**src/rtl/jzjpcc_mmio_uart_tx.sv**
```systemverilog
// MMIO UART transmitter: toggle-handshake byte FIFO feeding an 8N1 serialiser.
// Define JZJPCC_UART_TX_PARITY_EN to insert an even-parity bit (8E1 frames).
module jzjpcc_mmio_uart_tx #(
  parameter int unsigned CLOCKS_PER_BIT  = 434,
  parameter int unsigned FIFO_DEPTH_LOG2 = 2
) (
  input  logic        clock,
  input  logic        reset,
  input  logic [31:0] txCommand,
  output logic [31:0] txStatus,
  output logic        txd
);

  localparam int unsigned DEPTH  = 1 << FIFO_DEPTH_LOG2;
  localparam int unsigned PTR_W  = FIFO_DEPTH_LOG2;
  localparam int unsigned CNT_W  = FIFO_DEPTH_LOG2 + 1;
  localparam int unsigned BAUD_W = $clog2(CLOCKS_PER_BIT);

  localparam logic [2:0] S_IDLE   = 3'd0;
  localparam logic [2:0] S_START  = 3'd1;
  localparam logic [2:0] S_DATA   = 3'd2;
  localparam logic [2:0] S_STOP   = 3'd4;
`ifdef JZJPCC_UART_TX_PARITY_EN
  localparam logic [2:0] S_PARITY = 3'd3;
`endif

  logic             r_prev_toggle;
  logic             r_ack_toggle;
  logic             r_overflow;
  logic [PTR_W-1:0] r_wr_ptr;
  logic [PTR_W-1:0] r_rd_ptr;
  logic [CNT_W-1:0] r_count;
  logic [7:0]       r_mem [DEPTH];

  logic [2:0]        r_state;
  logic [BAUD_W-1:0] r_baud;
  logic [2:0]        r_bit_idx;
  logic [7:0]        r_shift;
  logic              r_txd;
`ifdef JZJPCC_UART_TX_PARITY_EN
  logic              r_parity;
`endif

  logic [2:0]        w_state_nxt;
  logic [BAUD_W-1:0] w_baud_nxt;
  logic [2:0]        w_bit_nxt;
  logic [7:0]        w_shift_nxt;
  logic              w_txd_nxt;
  logic              w_pop;

  logic w_push_req;
  logic w_full;
  logic w_push;
  logic w_busy;
  logic w_baud_done;
  logic w_unused_cmd;

  assign w_push_req   = txCommand[8] ^ r_prev_toggle;
  assign w_full       = (r_count == CNT_W'(DEPTH));
  assign w_push       = w_push_req & ~w_full;
  assign w_busy       = (r_state != S_IDLE) | (r_count != '0);
  assign w_baud_done  = (r_baud == BAUD_W'(CLOCKS_PER_BIT - 1));
  assign w_unused_cmd = &{1'b0, txCommand[31:10]};

  // Handshake, overflow and FIFO bookkeeping; full is judged before any same-cycle pop
  always_ff @(posedge clock) begin
    if (reset) begin
      r_prev_toggle <= txCommand[8];
      r_ack_toggle  <= txCommand[8];
      r_overflow    <= 1'b0;
      r_wr_ptr      <= '0;
      r_rd_ptr      <= '0;
      r_count       <= '0;
    end else begin
      r_prev_toggle <= txCommand[8];
      if (w_push) begin
        r_wr_ptr     <= r_wr_ptr + PTR_W'(1);
        r_ack_toggle <= txCommand[8];
      end
      if (w_pop) begin
        r_rd_ptr <= r_rd_ptr + PTR_W'(1);
      end
      if (w_push_req && w_full) begin
        r_overflow <= 1'b1;
      end else if (txCommand[9]) begin
        r_overflow <= 1'b0;
      end
      case ({w_push, w_pop})
        2'b10:   r_count <= r_count + CNT_W'(1);
        2'b01:   r_count <= r_count - CNT_W'(1);
        default: r_count <= r_count;
      endcase
    end
  end

  always_ff @(posedge clock) begin
    if (!reset && w_push) begin
      r_mem[r_wr_ptr] <= txCommand[7:0];
    end
  end

  // Frame sequencer state register
  always_ff @(posedge clock) begin
    if (reset) begin
      r_state   <= S_IDLE;
      r_baud    <= '0;
      r_bit_idx <= '0;
      r_shift   <= '0;
      r_txd     <= 1'b1;
`ifdef JZJPCC_UART_TX_PARITY_EN
      r_parity  <= 1'b0;
`endif
    end else begin
      r_state   <= w_state_nxt;
      r_baud    <= w_baud_nxt;
      r_bit_idx <= w_bit_nxt;
      r_shift   <= w_shift_nxt;
      r_txd     <= w_txd_nxt;
`ifdef JZJPCC_UART_TX_PARITY_EN
      if (w_pop) begin
        r_parity <= ^r_mem[r_rd_ptr];
      end
`endif
    end
  end

  // Next-state and next-txd; the baud counter restarts at every state entry
  always_comb begin
    w_state_nxt = r_state;
    w_baud_nxt  = r_baud + BAUD_W'(1);
    w_bit_nxt   = r_bit_idx;
    w_shift_nxt = r_shift;
    w_txd_nxt   = r_txd;
    w_pop       = 1'b0;
    case (r_state)
      S_IDLE: begin
        w_txd_nxt  = 1'b1;
        w_baud_nxt = '0;
        if (r_count != '0) begin
          w_pop       = 1'b1;
          w_shift_nxt = r_mem[r_rd_ptr];
          w_state_nxt = S_START;
          w_txd_nxt   = 1'b0;
        end
      end
      S_START: begin
        if (w_baud_done) begin
          w_state_nxt = S_DATA;
          w_baud_nxt  = '0;
          w_bit_nxt   = '0;
          w_txd_nxt   = r_shift[0];
        end
      end
      S_DATA: begin
        if (w_baud_done) begin
          w_baud_nxt  = '0;
          w_shift_nxt = {1'b0, r_shift[7:1]};
          w_bit_nxt   = r_bit_idx + 3'd1;
          if (r_bit_idx == 3'd7) begin
`ifdef JZJPCC_UART_TX_PARITY_EN
            w_state_nxt = S_PARITY;
            w_txd_nxt   = r_parity;
`else
            w_state_nxt = S_STOP;
            w_txd_nxt   = 1'b1;
`endif
          end else begin
            w_txd_nxt = r_shift[1];
          end
        end
      end
`ifdef JZJPCC_UART_TX_PARITY_EN
      S_PARITY: begin
        if (w_baud_done) begin
          w_state_nxt = S_STOP;
          w_baud_nxt  = '0;
          w_txd_nxt   = 1'b1;
        end
      end
`endif
      S_STOP: begin
        if (w_baud_done) begin
          w_state_nxt = S_IDLE;
          w_baud_nxt  = '0;
          w_txd_nxt   = 1'b1;
        end
      end
      default: begin
        w_state_nxt = S_IDLE;
        w_baud_nxt  = '0;
        w_txd_nxt   = 1'b1;
      end
    endcase
  end

  assign txd      = r_txd;
  assign txStatus = {16'h0000, 4'(r_count), r_overflow, w_full, w_busy, r_ack_toggle, 8'h00};

endmodule

```
**config.mk**
```make
export PLATFORM = sky130hd
export DESIGN_NAME = jzjpcc_mmio_uart_tx
export DESIGN_NICKNAME = d
export VERILOG_FILES = /design/src/rtl/jzjpcc_mmio_uart_tx.sv
export SDC_FILE = /design/constraint.sdc
export NUM_CORES = 1
export LEC_CHECK = 0
export CAP_MARGIN = 10
export CELL_PAD_IN_SITES_DETAIL_PLACEMENT = 1
export CELL_PAD_IN_SITES_GLOBAL_PLACEMENT = 1
export CORE_ASPECT_RATIO = 1.2
export CORE_UTILIZATION = 40
export DETAILED_ROUTE_END_ITERATION = 8
export PLACE_DENSITY_LB_ADDON = 0.2
export RECOVER_POWER = 100
export SLEW_MARGIN = 20
export SYNTH_ARGS = -nofsm -noshare
export SYNTH_HDL_FRONTEND = slang
export SYNTH_SLANG_ARGS = --single-unit
```
**constraint.sdc**
```tcl
create_clock -name clock -period 8 [get_ports clock]
set_clock_uncertainty 0.2 [all_clocks]
set_input_delay 1.6 -clock clock [delete_from_list [all_inputs] [get_ports clock]]
set_output_delay 1.6 -clock clock [all_outputs]
set_load 0.03 [all_outputs]
```
## Yosys cells after proc, flatten, opt, wreduce, memory -nomap -nowiden

Memories as Yosys holds them, arrays and structs flattened. A register that Yosys moved wholly into a read port is not among the register bits.
Cells that the tools add are included.

| storage, ports and cells | value |
|---|---|
| register bits after elaboration | 34 |
| bits in writable memories | 32 |
| output and inout bits | 33 |
| memories kept | 1 |

| operators by class | value |
|---|---|
| $add $sub $neg | 6 |
| eq/ne operators | 13 |
| multiplexer cells | 28 |
| bitwise logic cells | 5 |
| reduce and logical (&&, ||, !) cells | 17 |

Memories:

| name | depth | width | read ports | clocked after Yosys merged registers in | wr ports | line | source |
|---|---|---|---|---|---|---|---|
| r_mem | 4 | 8 | 1 | 1 | 1 | 33 | `logic [7:0] r_mem [DEPTH];` |

Operators with widths:

| kind | count |
|---|---|
| 3-bit 2-to-1 mux | 6 |
| 8-bit 2-to-1 mux | 2 |
| 8-bit one-hot mux with 2 select lines | 1 |
| 1-bit 2-to-1 mux | 13 |
| 3-bit one-hot mux with 2 select lines | 2 |
| 3-bit one-hot mux with 4 select lines | 1 |
| 2-bit inequality test, second input constant | 5 |
| 2-bit nonzero test | 5 |
| 9-bit by 1-bit adder with 9-bit output, second input constant | 1 |
| 3-bit equality test, second input constant | 3 |
| 9-bit equality test, second input constant | 1 |
| 3-bit AND reduction | 3 |
| 3-bit by 1-bit adder with 3-bit output, second input constant | 2 |
| 3-bit nonzero test | 2 |
| 3-bit OR reduction | 2 |
| 5-bit AND reduction | 1 |
| 2-bit by 1-bit adder with 2-bit output, second input constant | 2 |
| 2-bit 2-to-1 mux | 2 |
| 1-bit one-hot mux with 4 select lines | 1 |
| 3-bit by 1-bit equality test with 1-bit output, second input constant | 1 |
| 3-bit by 2-bit equality test with 1-bit output, second input constant | 1 |
| 3-bit logical NOT | 1 |
| 3-bit by 1-bit subtractor with 3-bit output, second input constant | 1 |
| 2-bit by 1-bit equality test with 1-bit output, second input constant | 1 |
| 7 further kinds | 9 |

## Logic depth before layout (Yosys ltp)

| depth | value |
|---|---|
| word-level depth | 6 |
| depth in mapped cells | 9 |
| gate-level depth less buffers | 9 |

## Worst setup path before layout

OpenSTA, ideal clock, no wires.

| timing | value |
|---|---|
| path kind | in2reg |
| start point | input port txCommand[8] |
| end point | register r_count[2] |
| data arrival time | 3.168 ns |
| data required time | 7.730 ns |
| slack | 4.562 ns |
| stages on the path | 9 |
| cell sequence | xor2_1 nor2b_1 inv_1 ha_1 inv_1 fa_1 xor2_1 or3_1 a21oi_1 |

| between the ends | value |
|---|---|
| word-level cells in the longest chain between the ends | 4 |
| elaborated cells on any way between the ends | 6 |

Ends and longest elaborated chain:

| what | line | source |
|---|---|---|
| start: declaration | 9 | `input logic [31:0] txCommand,` |
| 1-bit bitwise XOR * | 58 | `assign w_push_req = txCommand[8] ^ r_prev_toggle;` |
| 1-bit bitwise AND * | 60 | `assign w_push = w_push_req & ~w_full;` |
| 2-bit by 1-bit equality test with 1-bit output or 2-bit equality test (tied branches) | 88 | `case ({w_push, w_pop})` |
| 3-bit one-hot mux with 2 select lines or 2-bit nonzero test (tied branches) | n/a |  |
| end signal: assignment | 89 | `2'b10: r_count <= r_count + CNT_W'(1);` |
| end signal: assignment | 90 | `2'b01: r_count <= r_count - CNT_W'(1);` |
| end signal: assignment | 91 | `default: r_count <= r_count;` |
| end: declaration | 32 | `logic [CNT_W-1:0] r_count;` |

Every way passes the cells marked *; elsewhere a longest branch is shown, timed or not.
A chain may end at the register's enable or synchronous reset.

## Worst setup path in the final report

Same ends and word-level chain as after synthesis.

==> results.md <==
| Item | Reported | Unit |
|:---|:---|:---|
| Final #Nets | 320 | - |
| Transition time of the tightest slew-check pin | 0.954 | ns |
| Via count | 1842 | - |
| Post-layout worst setup margin | 4.09 | ns |
| Max VDD drop | 0.131 | mV |
| Final Routed Wirelength | 5240 | um |
| Post-cts resize count | 0 | - |
| Post-synth EDFFs | 33 | - |
| Worst slack at placement | 3.83 | ns |
| Number of top-level pins | 67 | - |
| Fin. Hold Viols | 0 | - |
| CTS tree | yes | - |
| Overall track demand over capacity in global routing | 0.146 | - |
| Finished layout cell area | 3340 | sq um |
| Sinks on Clock Net | 68 | - |
| Number of global-route vias before repair | 1826 | - |
| Count of inserted antenna diode cells | 0 | - |
| Commonest non-fill, non-tap cell in the layout | sky130_fd_sc_hd__dfxtp_1 | - |
| Core Rows | 34 | - |
| First-pass GRT wire length | 8630 | um |
| Register-to-Register Setup Slack | 5.22 | ns |
| Beginning of the critical path | txCommand[8] | - |
| Final Max Tran Viols | 0 | - |
| Relative contribution of sequential cells to total power | 0.461 | - |
| RSZ-0062 raised after global routing | false | - |
| Number of warning messages in the yosys log | 0 | - |
| Startpoint class of the critical path | input pin | - |
| Part of the Yosys area used for sequential elements | 0.552 | - |
| Number of buffer cells added on primary ports | 19 | - |
| Post-CTS setup-driven buffer insertion count | 0 | - |
| Library cells used by synthesis | 41 | - |
| Internal | 0.000652 | W |
| Leakage dissipation | 1.23 | nW |
| Switching share of power | 0.346 | - |
| Total gr overflow | 0 | - |
| Share of synthesized registers carrying an async set or reset | 0 | - |
| Die Footprint | 8020 | sq um |
| Flops & latches, synth | 68 | - |
| Last weighted congestion value of the routability-driven placer | 0.708 | - |
| Number of antenna violations at the first check in global routing | 0 | - |
| Type of the most critical hold path | flip-flop to flip-flop | - |
| Crit path max fanout | 7 | - |
| Mean Syn Cell Area | 11.8 | sq um |
| Fmax | 0.256 | GHz |
| Clock latency of the later-clocked register in the worst-skew pair | 0.33 | ns |
| Max-slew headroom | 0.363 | - |
| Clock-pin slew on the worst setup and hold paths | 0.07 | ns |
| Synth Cell Area | 3070 | sq um |
| Starting density of the core | 0.419 | - |
| DRC violation total after the first TritonRoute iteration | 81 | - |
| Data required time at the worst endpoint | 8.06 | ns |
| Cts bufs inserted | 9 | - |
| Hold-fix buffer count after cts | 0 | - |
| Core ar. | 7320 | sq um |
| Post-layout instance count excluding filler cells | 371 | - |
| Worst-case clock buffer depth | 2 | - |
| Worst endpoint data arrival time | 3.98 | ns |
| Critical path capture point type | flip-flop | - |
| Placed instance area | 3180 | sq um |
| Result of the run | finished clean | - |
| Number of fillers in the final layout | 805 | - |
| Placed Cells incl. Taps | 355 | - |
| Half-perimeter wire length after detailed placement | 3670 | um |
| Maximum capacitance violations | 0 | - |
| Number of cells traversed by the worst register-to-register path | 8 | - |
| Number of remaining DRC errors | 0 | - |
| Number of iterations in the first detailed-routing pass | 4 | - |
| Horizontal die dimension | 81.9 | um |
| Crit Reg-Reg Endpoint | r_count[2]$_SDFFE_PP0P_ | - |
| Period Utilization, post-route | 0.489 | - |
| Critical path start-end classification | input pin to flip-flop | - |
| Most frequent cells in the layout | sky130_fd_sc_hd__dfxtp_1 (35), sky130_fd_sc_hd__edfxtp_1 (33), sky130_fd_sc_hd__conb_1 (25) | - |
| Setup crit end | r_count[2]$_SDFFE_PP0P_ | - |
| Setup_tns | 0 | ns |
| Detail-routed net length per standard cell | 14.1 | um |
| Total power divided by cell area | 298 | nW/um^2 |
| Finish-stage setup viols | 0 | - |
| Cell chosen for the clock root | sky130_fd_sc_hd__clkbuf_8 | - |
| Die extent in y | 97.9 | um |
| Relative contribution of combinational cells to total power | 0.304 | - |
| Area growth from synthesis to layout | 9.02 | % |
| Fraction of layout cells with a size suffix above 1 | 0.0854 | - |
| Largest net degree at the start of global routing | 20 | - |
| Antenna violation net count after detailed routing | 0 | - |
| Main flop type after synthesis | sky130_fd_sc_hd__dfxtp_1 | - |
| Post-Synthesis Cells | 260 | - |
| Worst R2R Start | r_state[1]$_SDFFE_PP0P_ | - |
| Clock period minus worst slack | 3.91 | ns |
| Clock share of power | 0.234 | - |
| Post-DR vias/cell | 4.96 | - |
| Total net switching power | 0.000345 | W |
| Number of levels in the clock H-tree | 3 | - |
==> synth_stat cells (all sizes together), types with 2 or more instances <==
cell	count	area (sq um)
nand3	4	20.0
xor2	7	61.3
nand2	23	86.3
nor3b	2	15.0
xnor2	8	70.1
nor3	3	15.0
buf	34	262
o21ai	12	60.1
edfxtp	33	991
ha	9	113
or3	4	25.0
and3	7	43.8
nor2b	2	12.5
dfxtp	35	701
a22oi	2	15.0
a31oi	7	43.8
a21oi	5	28.8
nand4	2	12.5
mux4	8	180
mux2i	3	30.0
clkbuf	4	15.0
inv	8	30.0
nor2	24	90.1
==> per-layer routing <==
metal / part of all wire / up-vias / GRT usage
li1: - / 897 / -
met1: 0.46 / 906 / 0.183
met2: 0.49 / 28 / 0.231
met3: 0.027 / 11 / 0.0364
met4: 0.021 / 0 / 0.0729
met5: 0 / - / 0
==> worst min-delay path by stage <==
stage / slack (ns) / startpoint / to / cells past startpoint
3_3_place_gp: 0.25 / r_baud[0]$_SDFF_PP0_ / r_baud[0]$_SDFF_PP0_ / 1
4_1_cts: 0.27 / r_shift[5]$_SDFFE_PP0P_ / r_shift[4]$_SDFFE_PP0P_ / 2
6_report: 0.27 / r_shift[2]$_SDFFE_PP0P_ / r_shift[1]$_SDFFE_PP0P_ / 2
2_1_floorplan: 0.23 / r_baud[0]$_SDFF_PP0_ / r_baud[0]$_SDFF_PP0_ / 1
5_1_grt: 0.29 / r_shift[5]$_SDFFE_PP0P_ / r_shift[4]$_SDFFE_PP0P_ / 2
3_5_place_dp: 0.27 / r_shift[3]$_SDFFE_PP0P_ / r_shift[2]$_SDFFE_PP0P_ / 2
==> power by group through the flow <==
stage / clock (W) / sequential (W) / combinational, W
finish: 0.000234 / 0.000460 / 0.000304
global placement: 0 / 0.000467 / 0.000308
CTS: 0.000245 / 0.000462 / 0.000315
floorplan: 0 / 0.000452 / 0.000277
detailed placement: 0 / 0.000469 / 0.000314
global route: 0.000256 / 0.000469 / 0.000337
==> worst max-delay path, stage by stage <==
cell	delay (ns)
sky130_fd_sc_hd__dlygate4sd3_1	0.58
sky130_fd_sc_hd__xor2_1	0.21
sky130_fd_sc_hd__nor2b_1	0.43
sky130_fd_sc_hd__inv_1	0.16
sky130_fd_sc_hd__ha_1	0.24
sky130_fd_sc_hd__inv_1	0.07
sky130_fd_sc_hd__fa_1	0.17
sky130_fd_sc_hd__xor2_1	0.08
sky130_fd_sc_hd__or3_1	0.31
sky130_fd_sc_hd__a21oi_1	0.13
==> sequential cells by signal (all words and copies together), names as in the netlist, 2 cells and up, named ones only <==
| signal | cells |
|---|---|
| r_bit_idx | 3 |
| r_wr_ptr | 2 |
| r_state | 3 |
| r_shift | 8 |
| r_mem | 32 |
| r_baud | 9 |
| r_count | 3 |
| r_rd_ptr | 2 |
==> cell families (layout without fill, tap and decap cells) <==
kind of cell / count (synthesis) / after routing / synth area share
AOI/OAI and AO/OA: 33 / 33 / 0.0727
muxes: 11 / 11 / 0.0686
and+or+nand+nor: 75 / 75 / 0.118
buffers and inverters: 47 / 44 / 0.101
xor gates and xnor gates: 15 / 15 / 0.0429
adders and majority gates: 10 / 10 / 0.0433
DFF: 68 / 68 / 0.552
other: 1 / 25 / 0.00122
==> layout make-up <==
type | count | area [sq um] | share of cell area
Clock buffer | 11 | 131 | 0.0393
Timing Repair Buffer | 19 | 190 | 0.0569
Clock inverter | 5 | 28.8 | 0.00861
Multi-Input combinational cell | 169 | 1150 | 0.345
Tap cell | 90 | 113 | 0.0337
Inverter | 9 | 33.8 | 0.0101
Sequential cell | 68 | 1690 | 0.506
==> per-stage QoR <==
stage / hold slack (ns) / utilization / power [W]
2_1_floorplan: 0.229 / - / 0.000729
3_3_place_gp: 0.247 / 0.435 / 0.000776
3_5_place_dp: 0.269 / 0.435 / 0.000783
4_1_cts: 0.275 / 0.457 / 0.00102
5_1_grt: 0.289 / 0.457 / 0.00106
6_report: 0.273 / 0.457 / 0.000997
Note: power is estimated with default switching activity, not from simulation.
